**src/rtl/program_loader_if.sv**
```systemverilog
// Byte-stream input and instruction-memory write port of the program loader.
// The loader sits on the master side; the byte source and the memory sit on the slave side.
interface program_loader_if;
   logic [7:0]  ByteIn;
   logic        ByteValid;
   logic        ByteReady;
   logic        WrEn;
   logic [31:0] WrAddress;
   logic [31:0] WrData;

   modport master (
      input  ByteIn,
      input  ByteValid,
      output ByteReady,
      output WrEn,
      output WrAddress,
      output WrData
   );

   modport slave (
      output ByteIn,
      output ByteValid,
      input  ByteReady,
      input  WrEn,
      input  WrAddress,
      input  WrData
   );
endinterface

```
**src/rtl/program_loader.sv**
```systemverilog
// Length-prefixed byte-stream loader that writes big-endian words to instruction memory and holds the CPU meanwhile.
// Define LOADER_CHECKSUM_EN to require a trailing XOR checksum byte after the data.
module program_loader #(
   parameter int          MAX_WORDS = 256,
   parameter logic [31:0] BASE_ADDR = 32'h0000_0000
) (
   input  logic             Clk,
   input  logic             Reset,
   input  logic             Start,
   program_loader_if.master Bus,
   output logic             CpuHold,
   output logic             Done,
   output logic             Error,
   output logic [15:0]      WordCount
);

   typedef enum logic [2:0] {
      S_IDLE   = 3'd0,
      S_LEN_HI = 3'd1,
      S_LEN_LO = 3'd2,
      S_DATA   = 3'd3,
      S_CHECK  = 3'd4,
      S_DONE   = 3'd5,
      S_ERROR  = 3'd6
   } state_t;

   localparam logic [15:0] MAX_N = 16'(MAX_WORDS);

   state_t      state_r;
   logic [7:0]  len_hi_r;
   logic [15:0] len_r;
   logic [1:0]  byte_cnt_r;
   logic [23:0] asm_r;

   logic        xfer_s;
   logic [15:0] len_s;
   logic [31:0] word_s;
   logic [31:0] addr_s;
   logic        last_word_s;

`ifdef LOADER_CHECKSUM_EN
   logic [7:0]  csum_r;

   function automatic logic [7:0] csum_update(input logic [7:0] acc, input logic [7:0] b);
      return acc ^ b;
   endfunction
`endif

   assign xfer_s      = Bus.ByteValid & Bus.ByteReady;
   assign len_s       = {len_hi_r, Bus.ByteIn};
   assign word_s      = {asm_r, Bus.ByteIn};
   assign addr_s      = BASE_ADDR + {14'd0, WordCount, 2'b00};
   assign last_word_s = ((WordCount + 16'd1) == len_r);

   // Loader FSM: stream parsing, word assembly and all registered outputs
   always_ff @(posedge Clk) begin
      if (Reset) begin
         state_r       <= S_IDLE;
         len_hi_r      <= 8'd0;
         len_r         <= 16'd0;
         byte_cnt_r    <= 2'd0;
         asm_r         <= 24'd0;
         Bus.ByteReady <= 1'b0;
         Bus.WrEn      <= 1'b0;
         Bus.WrAddress <= 32'd0;
         Bus.WrData    <= 32'd0;
         CpuHold       <= 1'b0;
         Done          <= 1'b0;
         Error         <= 1'b0;
         WordCount     <= 16'd0;
`ifdef LOADER_CHECKSUM_EN
         csum_r        <= 8'd0;
`endif
      end else begin
         Bus.WrEn <= 1'b0;
         case (state_r)
            S_IDLE, S_DONE, S_ERROR: begin
               if (Start) begin
                  state_r       <= S_LEN_HI;
                  Done          <= 1'b0;
                  Error         <= 1'b0;
                  WordCount     <= 16'd0;
                  byte_cnt_r    <= 2'd0;
                  asm_r         <= 24'd0;
                  CpuHold       <= 1'b1;
                  Bus.ByteReady <= 1'b1;
`ifdef LOADER_CHECKSUM_EN
                  csum_r        <= 8'd0;
`endif
               end else begin
                  state_r <= state_r;
               end
            end

            S_LEN_HI: begin
               if (xfer_s) begin
                  len_hi_r <= Bus.ByteIn;
                  state_r  <= S_LEN_LO;
`ifdef LOADER_CHECKSUM_EN
                  csum_r   <= csum_update(8'd0, Bus.ByteIn);
`endif
               end else begin
                  state_r <= state_r;
               end
            end

            S_LEN_LO: begin
               if (xfer_s) begin
                  len_r <= len_s;
`ifdef LOADER_CHECKSUM_EN
                  csum_r <= csum_update(csum_r, Bus.ByteIn);
`endif
                  if (len_s == 16'd0) begin
`ifdef LOADER_CHECKSUM_EN
                     state_r <= S_CHECK;
`else
                     state_r       <= S_DONE;
                     Done          <= 1'b1;
                     CpuHold       <= 1'b0;
                     Bus.ByteReady <= 1'b0;
`endif
                  end else if (len_s > MAX_N) begin
                     // CpuHold stays high so the core never runs a partial image
                     state_r       <= S_ERROR;
                     Error         <= 1'b1;
                     Bus.ByteReady <= 1'b0;
                  end else begin
                     state_r <= S_DATA;
                  end
               end else begin
                  state_r <= state_r;
               end
            end

            S_DATA: begin
               if (xfer_s) begin
                  asm_r      <= {asm_r[15:0], Bus.ByteIn};
                  byte_cnt_r <= byte_cnt_r + 2'd1;
`ifdef LOADER_CHECKSUM_EN
                  csum_r     <= csum_update(csum_r, Bus.ByteIn);
`endif
                  if (byte_cnt_r == 2'd3) begin
                     Bus.WrEn      <= 1'b1;
                     Bus.WrData    <= word_s;
                     Bus.WrAddress <= addr_s;
                     WordCount     <= WordCount + 16'd1;
                     if (last_word_s) begin
`ifdef LOADER_CHECKSUM_EN
                        state_r <= S_CHECK;
`else
                        state_r       <= S_DONE;
                        Done          <= 1'b1;
                        CpuHold       <= 1'b0;
                        Bus.ByteReady <= 1'b0;
`endif
                     end else begin
                        state_r <= state_r;
                     end
                  end else begin
                     state_r <= state_r;
                  end
               end else begin
                  state_r <= state_r;
               end
            end

`ifdef LOADER_CHECKSUM_EN
            S_CHECK: begin
               if (xfer_s) begin
                  Bus.ByteReady <= 1'b0;
                  if (Bus.ByteIn == csum_r) begin
                     state_r <= S_DONE;
                     Done    <= 1'b1;
                     CpuHold <= 1'b0;
                  end else begin
                     // Words already written stay in memory; the CPU stays frozen
                     state_r <= S_ERROR;
                     Error   <= 1'b1;
                  end
               end else begin
                  state_r <= state_r;
               end
            end
`endif

            default: begin
               state_r       <= S_IDLE;
               Bus.ByteReady <= 1'b0;
               CpuHold       <= 1'b0;
            end
         endcase
      end
   end

endmodule

```
**src/flat_wrapper.sv**
```systemverilog
// flat-port wrapper written by rule: the top's interface ports become plain ports
module program_loader_flat 
#(
   parameter int          MAX_WORDS = 256,
   parameter logic [31:0] BASE_ADDR = 32'h0000_0000
)
  (Clk, Reset, Start, CpuHold, Done, Error, WordCount, Bus_ByteIn, Bus_ByteValid, Bus_ByteReady, Bus_WrEn, Bus_WrAddress, Bus_WrData);
  program_loader_if Bus_i ();
  input  logic Clk;
  input  logic Reset;
  input  logic Start;
  output logic CpuHold;
  output logic Done;
  output logic Error;
  output logic [15:0] WordCount;
  input wire logic [$bits(Bus_i.ByteIn)-1:0] Bus_ByteIn;
  input wire logic [$bits(Bus_i.ByteValid)-1:0] Bus_ByteValid;
  output wire logic [$bits(Bus_i.ByteReady)-1:0] Bus_ByteReady;
  output wire logic [$bits(Bus_i.WrEn)-1:0] Bus_WrEn;
  output wire logic [$bits(Bus_i.WrAddress)-1:0] Bus_WrAddress;
  output wire logic [$bits(Bus_i.WrData)-1:0] Bus_WrData;
  assign Bus_i.ByteIn = Bus_ByteIn;
  assign Bus_i.ByteValid = Bus_ByteValid;
  assign Bus_ByteReady = Bus_i.ByteReady;
  assign Bus_WrEn = Bus_i.WrEn;
  assign Bus_WrAddress = Bus_i.WrAddress;
  assign Bus_WrData = Bus_i.WrData;
  program_loader #(.MAX_WORDS(MAX_WORDS), .BASE_ADDR(BASE_ADDR)) u_core (.Clk(Clk), .Reset(Reset), .Start(Start), .Bus(Bus_i), .CpuHold(CpuHold), .Done(Done), .Error(Error), .WordCount(WordCount));
endmodule
```
**config.mk**
```make
export PLATFORM = sky130hd
export DESIGN_NAME = program_loader_flat
export DESIGN_NICKNAME = d
export VERILOG_FILES = /design/src/rtl/program_loader_if.sv /design/src/rtl/program_loader.sv /design/src/flat_wrapper.sv
export SDC_FILE = /design/constraint.sdc
export NUM_CORES = 1
export LEC_CHECK = 0
export CAP_MARGIN = 20
export CORE_MARGIN = 1.5
export CORE_UTILIZATION = 47
export DETAILED_ROUTE_END_ITERATION = 16
export PLACE_DENSITY_LB_ADDON = 0.2
export SLEW_MARGIN = 20
export SYNTH_ARGS = -nofsm -noshare
export SYNTH_HDL_FRONTEND = slang
export SYNTH_SLANG_ARGS = --single-unit
```
**constraint.sdc**
```tcl
create_clock -name Clk -period 1.97 [get_ports Clk]
set_input_delay 0.4925 -clock Clk [delete_from_list [all_inputs] [get_ports Clk]]
set_output_delay 0.4925 -clock Clk [all_outputs]
set_load 0.005 [all_outputs]
```
# Word-level counts from Yosys, hierarchy flattened
# Index checks and enable logic that the tools add are counted.
[totals]
output_inout_bits = 85
regBits = 122
[op_classes]
eq_ne = 17
n_reduce_logical = 17
n_bitwise = 4
order_cmp = 1
mux = 42
add_sub_neg = 2
[op_table]
columns = ["cell", "count"]
rows = [
  ["two-way mux 16 bit", 3],
  ["two-way mux 24 bit", 2],
  ["case mux 24 bit (2 select lines)", 1],
  ["case mux 16 bit (2 select lines)", 1],
  ["two-way mux 3 bit", 8],
  ["AND reduction 7 bit", 3],
  ["two-way mux 1 bit", 19],
  ["adder 16 x 1 -> 16 bit (second input constant)", 1],
  ["equality test 16 bit", 1],
  ["> comparator 16 x 9 -> 1 bit (second input constant)", 1],
  ["zero test 16 bit", 1],
  ["!= test 2 x 1 -> 1 bit (second input constant)", 7],
  ["case mux 3 bit (4 select lines)", 1],
  ["case mux 1 bit (4 select lines)", 2],
  ["equality test 3 x 2 -> 1 bit (second input constant)", 2],
  ["equality test 3 bit (second input constant)", 2],
  ["AND reduction 3 bit", 2],
  ["AND reduction 6 bit", 1],
  ["OR reduction 3 bit", 2],
  ["AND reduction 5 bit", 1],
  ["two-way mux 2 bit", 2],
  ["!= test 2 bit (second input constant)", 2],
  ["case mux 2 bit (2 select lines)", 1],
  ["AND reduction 2 bit", 2],
  ["other kinds (12)", 15],
]

# Logic depth before layout (Yosys ltp)
[depth]
depth_word = 6
depth_mapped = 9
depth_no_buf = 8

# Worst setup path before layout
# Ideal clock, no wire load.
[synth_path]
path_type = "register to register"
startpoint = "reg u_core.WordCount[0]"
endpoint = "reg u_core.CpuHold"
setup_time_ns = 0.116
path_buffers = 0
synth_period_minus_slack_ns = 2.079
arrival_time_ns = 1.963
path_slack_ns = -0.109
required_ns = 1.854
stages_incl_launch_ff = 9
cell_sequence = "dfxtp_1 ha_1 nand3_2 nor3_4 xnor2_1 a22oi_1 nor4_2 nand4_1 a41o_1"
[synth_between]
elab_chain_len = 4
[synth_rtl]
columns = ["item", "line", "rtl"]
rows = [
  ["start, declared", "program_loader.sv:14", "output logic [15:0] WordCount"],
  ["start signal, assigned", "program_loader.sv:146", "WordCount <= WordCount + 16'd1;"],
  ["adder 16 x 1 -> 16 bit", "program_loader.sv:53", "assign last_word_s = ((WordCount + 16'd1) == len_r);"],
  ["equality test 16 bit", "program_loader.sv:53", ""],
  ["!= test 2 x 1 -> 1 bit (no line)", "-", ""],
  ["AND reduction 7 bit (no line)", "-", ""],
  ["end signal, assigned", "program_loader.sv:67", "CpuHold <= 1'b0;"],
  ["end signal, assigned", "program_loader.sv:85", "CpuHold <= 1'b1;"],
  ["end signal, assigned", "program_loader.sv:119", "CpuHold <= 1'b0;"],
  ["end, declared", "program_loader.sv:11", "output logic CpuHold,"],
]
# Every way passes these cells.
# A chain may end at the register's enable or synchronous reset.

# Worst setup path after layout
[layout_path]
startpoint = "reg u_core.WordCount[0]"
endpoint = "reg u_core.Done"
[layout_between]
elab_chain_len = 4
[layout_rtl]
columns = ["item", "line", "rtl"]
rows = [
  ["adder 16 x 1 -> 16 bit", "program_loader.sv:53", ""],
  ["equality test 16 bit", "program_loader.sv:53", ""],
  ["!= test 2 x 1 -> 1 bit (no line)", "-", ""],
  ["AND reduction 7 bit (no line)", "-", ""],
  ["end signal, assigned", "program_loader.sv:68", "Done <= 1'b0;"],
  ["end signal, assigned", "program_loader.sv:80", "Done <= 1'b0;"],
  ["end signal, assigned", "program_loader.sv:118", "Done <= 1'b1;"],
  ["end, declared", "program_loader.sv:12", "output logic Done,"],
]
# Every way passes these cells.

==> impl_metrics.yaml <==
yosys:
  syn_area_um2: 5401
  syn_avg_cell_area_um2: 7.990
  synthTopCellsByArea: "dfxtp_1 45%, nand2_1 10%, a21oi_1 8.7%"
  synth_edf_count: 0
  synth_top_area_cell: "dfxtp_1"
  synth_cells: 676
  synth_top_area_share_pct: 45.22
  seq_area_frac_synth_pct: 45.22
  async_flop_share_pct: 0
  post_synth_num_cell_types: 58
  yosys_register_bits: 122
  yosysWarnings: 0
  ys.flop_type: "dfxtp_1"
layout:
  multi_input_area_um2: 2838
  drive_above_1_share_pct: 21.43
  antenna_cells: 0
  num-fill-cells: 924
  mostFrequentLayoutCell: "nand2_1"
  layout.nets: 827
  final_cell_mix: "150 x nand2_1, 109 x dfxtp_1, 93 x a21oi_1, 78 x buf_4, 75 x clkdlybuf4s50_1"
  stdcell_count: 966
  regArea_um2: 2464
  postLayoutCellArea_um2: 7690
  area_growth_syn_to_layout_pct: 42.37
  utilization_pct: 69.71
placement:
  dpl_cell_area_um2: 6852
  io_buffer_count: 80
  place_worst_setup_slack_ps: -630.8
  hpwl_um: 10360
  placedCellCount: 929
  gp_congestion: 0.9095
worst_setup_path:
  crit_family: "compound AO/OA/AOI/OAI gates"
  worstSetupPathType: "register to register"
  worst_setup_path_start_kind: "register"
  critical_path.most_common_cell: "buf_4"
  crit_fanout: 5
  required_ps: 2270
  cpPeakStageDelay_ps: 380
  end_kind: "register"
  path_buf_inv: 2
  worstPathArrival_ps: 2370
  cpMaxStageDelayCell: "dfxtp_4"
  crit_chain: "ha_4 > and3_4 > nand4_1 > buf_4 > o2111ai_2 > nor4_2 > buf_4 > a31o_4 > a31o_1"
clock_tree:
  clock_sinks: 122
  clock_latency_ps: 410
  cts_buffer_depth: 2
  h-tree-depth: 4
  cts-hold-fix-buffers: 0
  cts_buffers: 17
  cts.clk_slew.worst_paths_ps: 50
  cts_tree: "yes"
  root_buffer: "clkbuf_16"
die:
  pin_count: 97
  core_um2: 11030
  start_util_pct: 48.97
  placementRows: 38
  die_h_um: 110.2
  die_x_um: 110.2
  dieArea_um2: 12140
timing:
  worst_slack_ps: -100.1
  rsz0062_at_grt: "true"
  slew_viol_final: 0
  period_share_pct: 105.1
  fmax_mhz: 483.1
  final_hold_viol_count: 0
  setup_viol_count_final: 5
  fin_skew_ps: 6.078
  min_period_ps: 2070
job:
  max-cap-violations: 0
power_and_ir_drop:
  p_per_area_nw_per_um2: 916.7
  peakVddDrop_uv: 611.1
  power_mw: 7.049
  p_leak_nw: 2.800
drt:
  drtIter0Drc: 410
  vias: 5214
  vias_per_cell: 5.398
  drcViolationCount: 0
  wl_um: 15100
  antenna_left: 0
  first_pass_iters: 7
  wire_per_inst_um: 15.63
grt:
  antenna_found_initial: 0
  grt_first_pass_wirelength_um: 23830
  overflow: 0
  grt_pass1_vias: 4752
  grt_max_degree: 51
  grtUsageTotal_pct: 25.82
min_path:
  hold_path_class: "input port to register"
outcome:
  violations: "setup timing"
  status: "complete, but fails checks"
==> registers in the layout (all words and copies together) (netlist names) <==
| signal | flops |
|---|---|
| u_core.Bus.WrAddress | 16 |
| u_core.CpuHold | 1 |
| u_core.Bus.ByteReady | 1 |
| u_core.Error | 1 |
| u_core.state_r | 3 |
| u_core.Bus.WrEn | 1 |
| u_core.len_hi_r | 8 |
| u_core.WordCount | 16 |
| u_core.byte_cnt_r | 2 |
| u_core.len_r | 16 |
| u_core.Bus.WrData | 32 |
| u_core.Done | 1 |
| u_core.asm_r | 24 |
==> layer usage <==
metal / up-vias / GRT usage, % / share of wire (%)
met4: 0 / 9.158 / 2.0
met5: - / 0 / 0
li1: 2535 / - / -
met3: 24 / 5.879 / 6.6
met1: 2438 / 36.91 / 47
met2: 217 / 38.07 / 45
==> cells in the mapped netlist (2+ instances only) <==
cell	number
nand2_1	150
dfxtp_1	122
a21oi_1	94
nor2_1	54
nand3_1	33
clkbuf_1	25
mux2i_1	23
buf_2	19
buf_4	18
o21ai_0	17
nor3_1	15
xnor2_1	14
xor2_1	9
inv_1	6
nand4_1	5
nor4_1	5
a31oi_1	4
and3_1	4
a22oi_1	3
and2_1	3
buf_1	3
nand2b_1	3
or2_2	3
or3_1	3
a21oi_2	2
a311oi_1	2
a31o_2	2
ha_1	2
nor2_2	2
nor3_4	2
nor3b_1	2
==> through the flow <==
step,hold WS (ps),TNS [ps]
after floorplan,432.1,0
after detailed placement,446.4,-9373
after CTS,432.5,-248.1
final,428.5,-366.4
after global routing,445.9,-629.3
after global placement,440.2,-7718
==> area by class of cell <==
cell class                 count  area share (%)
tap                          140           2.278
multi-input combinational    497           36.90
clock buffer                  21           5.988
clock inverter                11           1.887
sequential                   122           32.04
timing repair buffer         168           20.57
inverter                       7          0.3417
==> path summary, 6_finish.rpt <==
| path | startpoint | endpoint | slack [ps] | cells after the start |
|---|---|---|---|---|
| min | Reset | u_core.Bus.ByteReady | 430 | 2 |
| min reg2reg | u_core.asm_r[18] | u_core.asm_r[18] | 450 | 2 |
| max | u_core.WordCount[0] | u_core.Done | -100 | 9 |
| max reg2reg | u_core.WordCount[0] | u_core.Done | -100 | 9 |
==> cells by family after synthesis <==
logic type               count (synthesis)  share of synthesized area [%]
XOR/XNOR                                23                          3.730
AO/OA/AOI/OAI                          135                          14.06
other                                    1                        0.06943
buffers and inverters                   72                          6.694
multiplexers                            23                          4.262
adder cells (fa/ha/maj)                  3                         0.6485
flip-flops                             122                          45.22
AND/OR/NAND/NOR                        297                          25.32
==> where the power goes <==
| group | internal [mW] | leakage (nW) | switching, mW |
|---|---|---|---|
| logic | 0.521 | 1.52 | 0.742 |
| registers | 2.53 | 0.990 | 0.0940 |
| clock network | 2.05 | 0.289 | 1.11 |
| total | 5.10 | 2.80 | 1.95 |
==> timing repair <==
| action | 4_1_cts | 5_1_grt |
|---|---|---|
| buffers inserted | 3 | 2 |
| resized for setup | 19 | 33 |
| setup endpoints to repair | 11 | 54 |
| pin swaps | 9 | 14 |
Note: power is estimated with default switching activity, not from simulation.
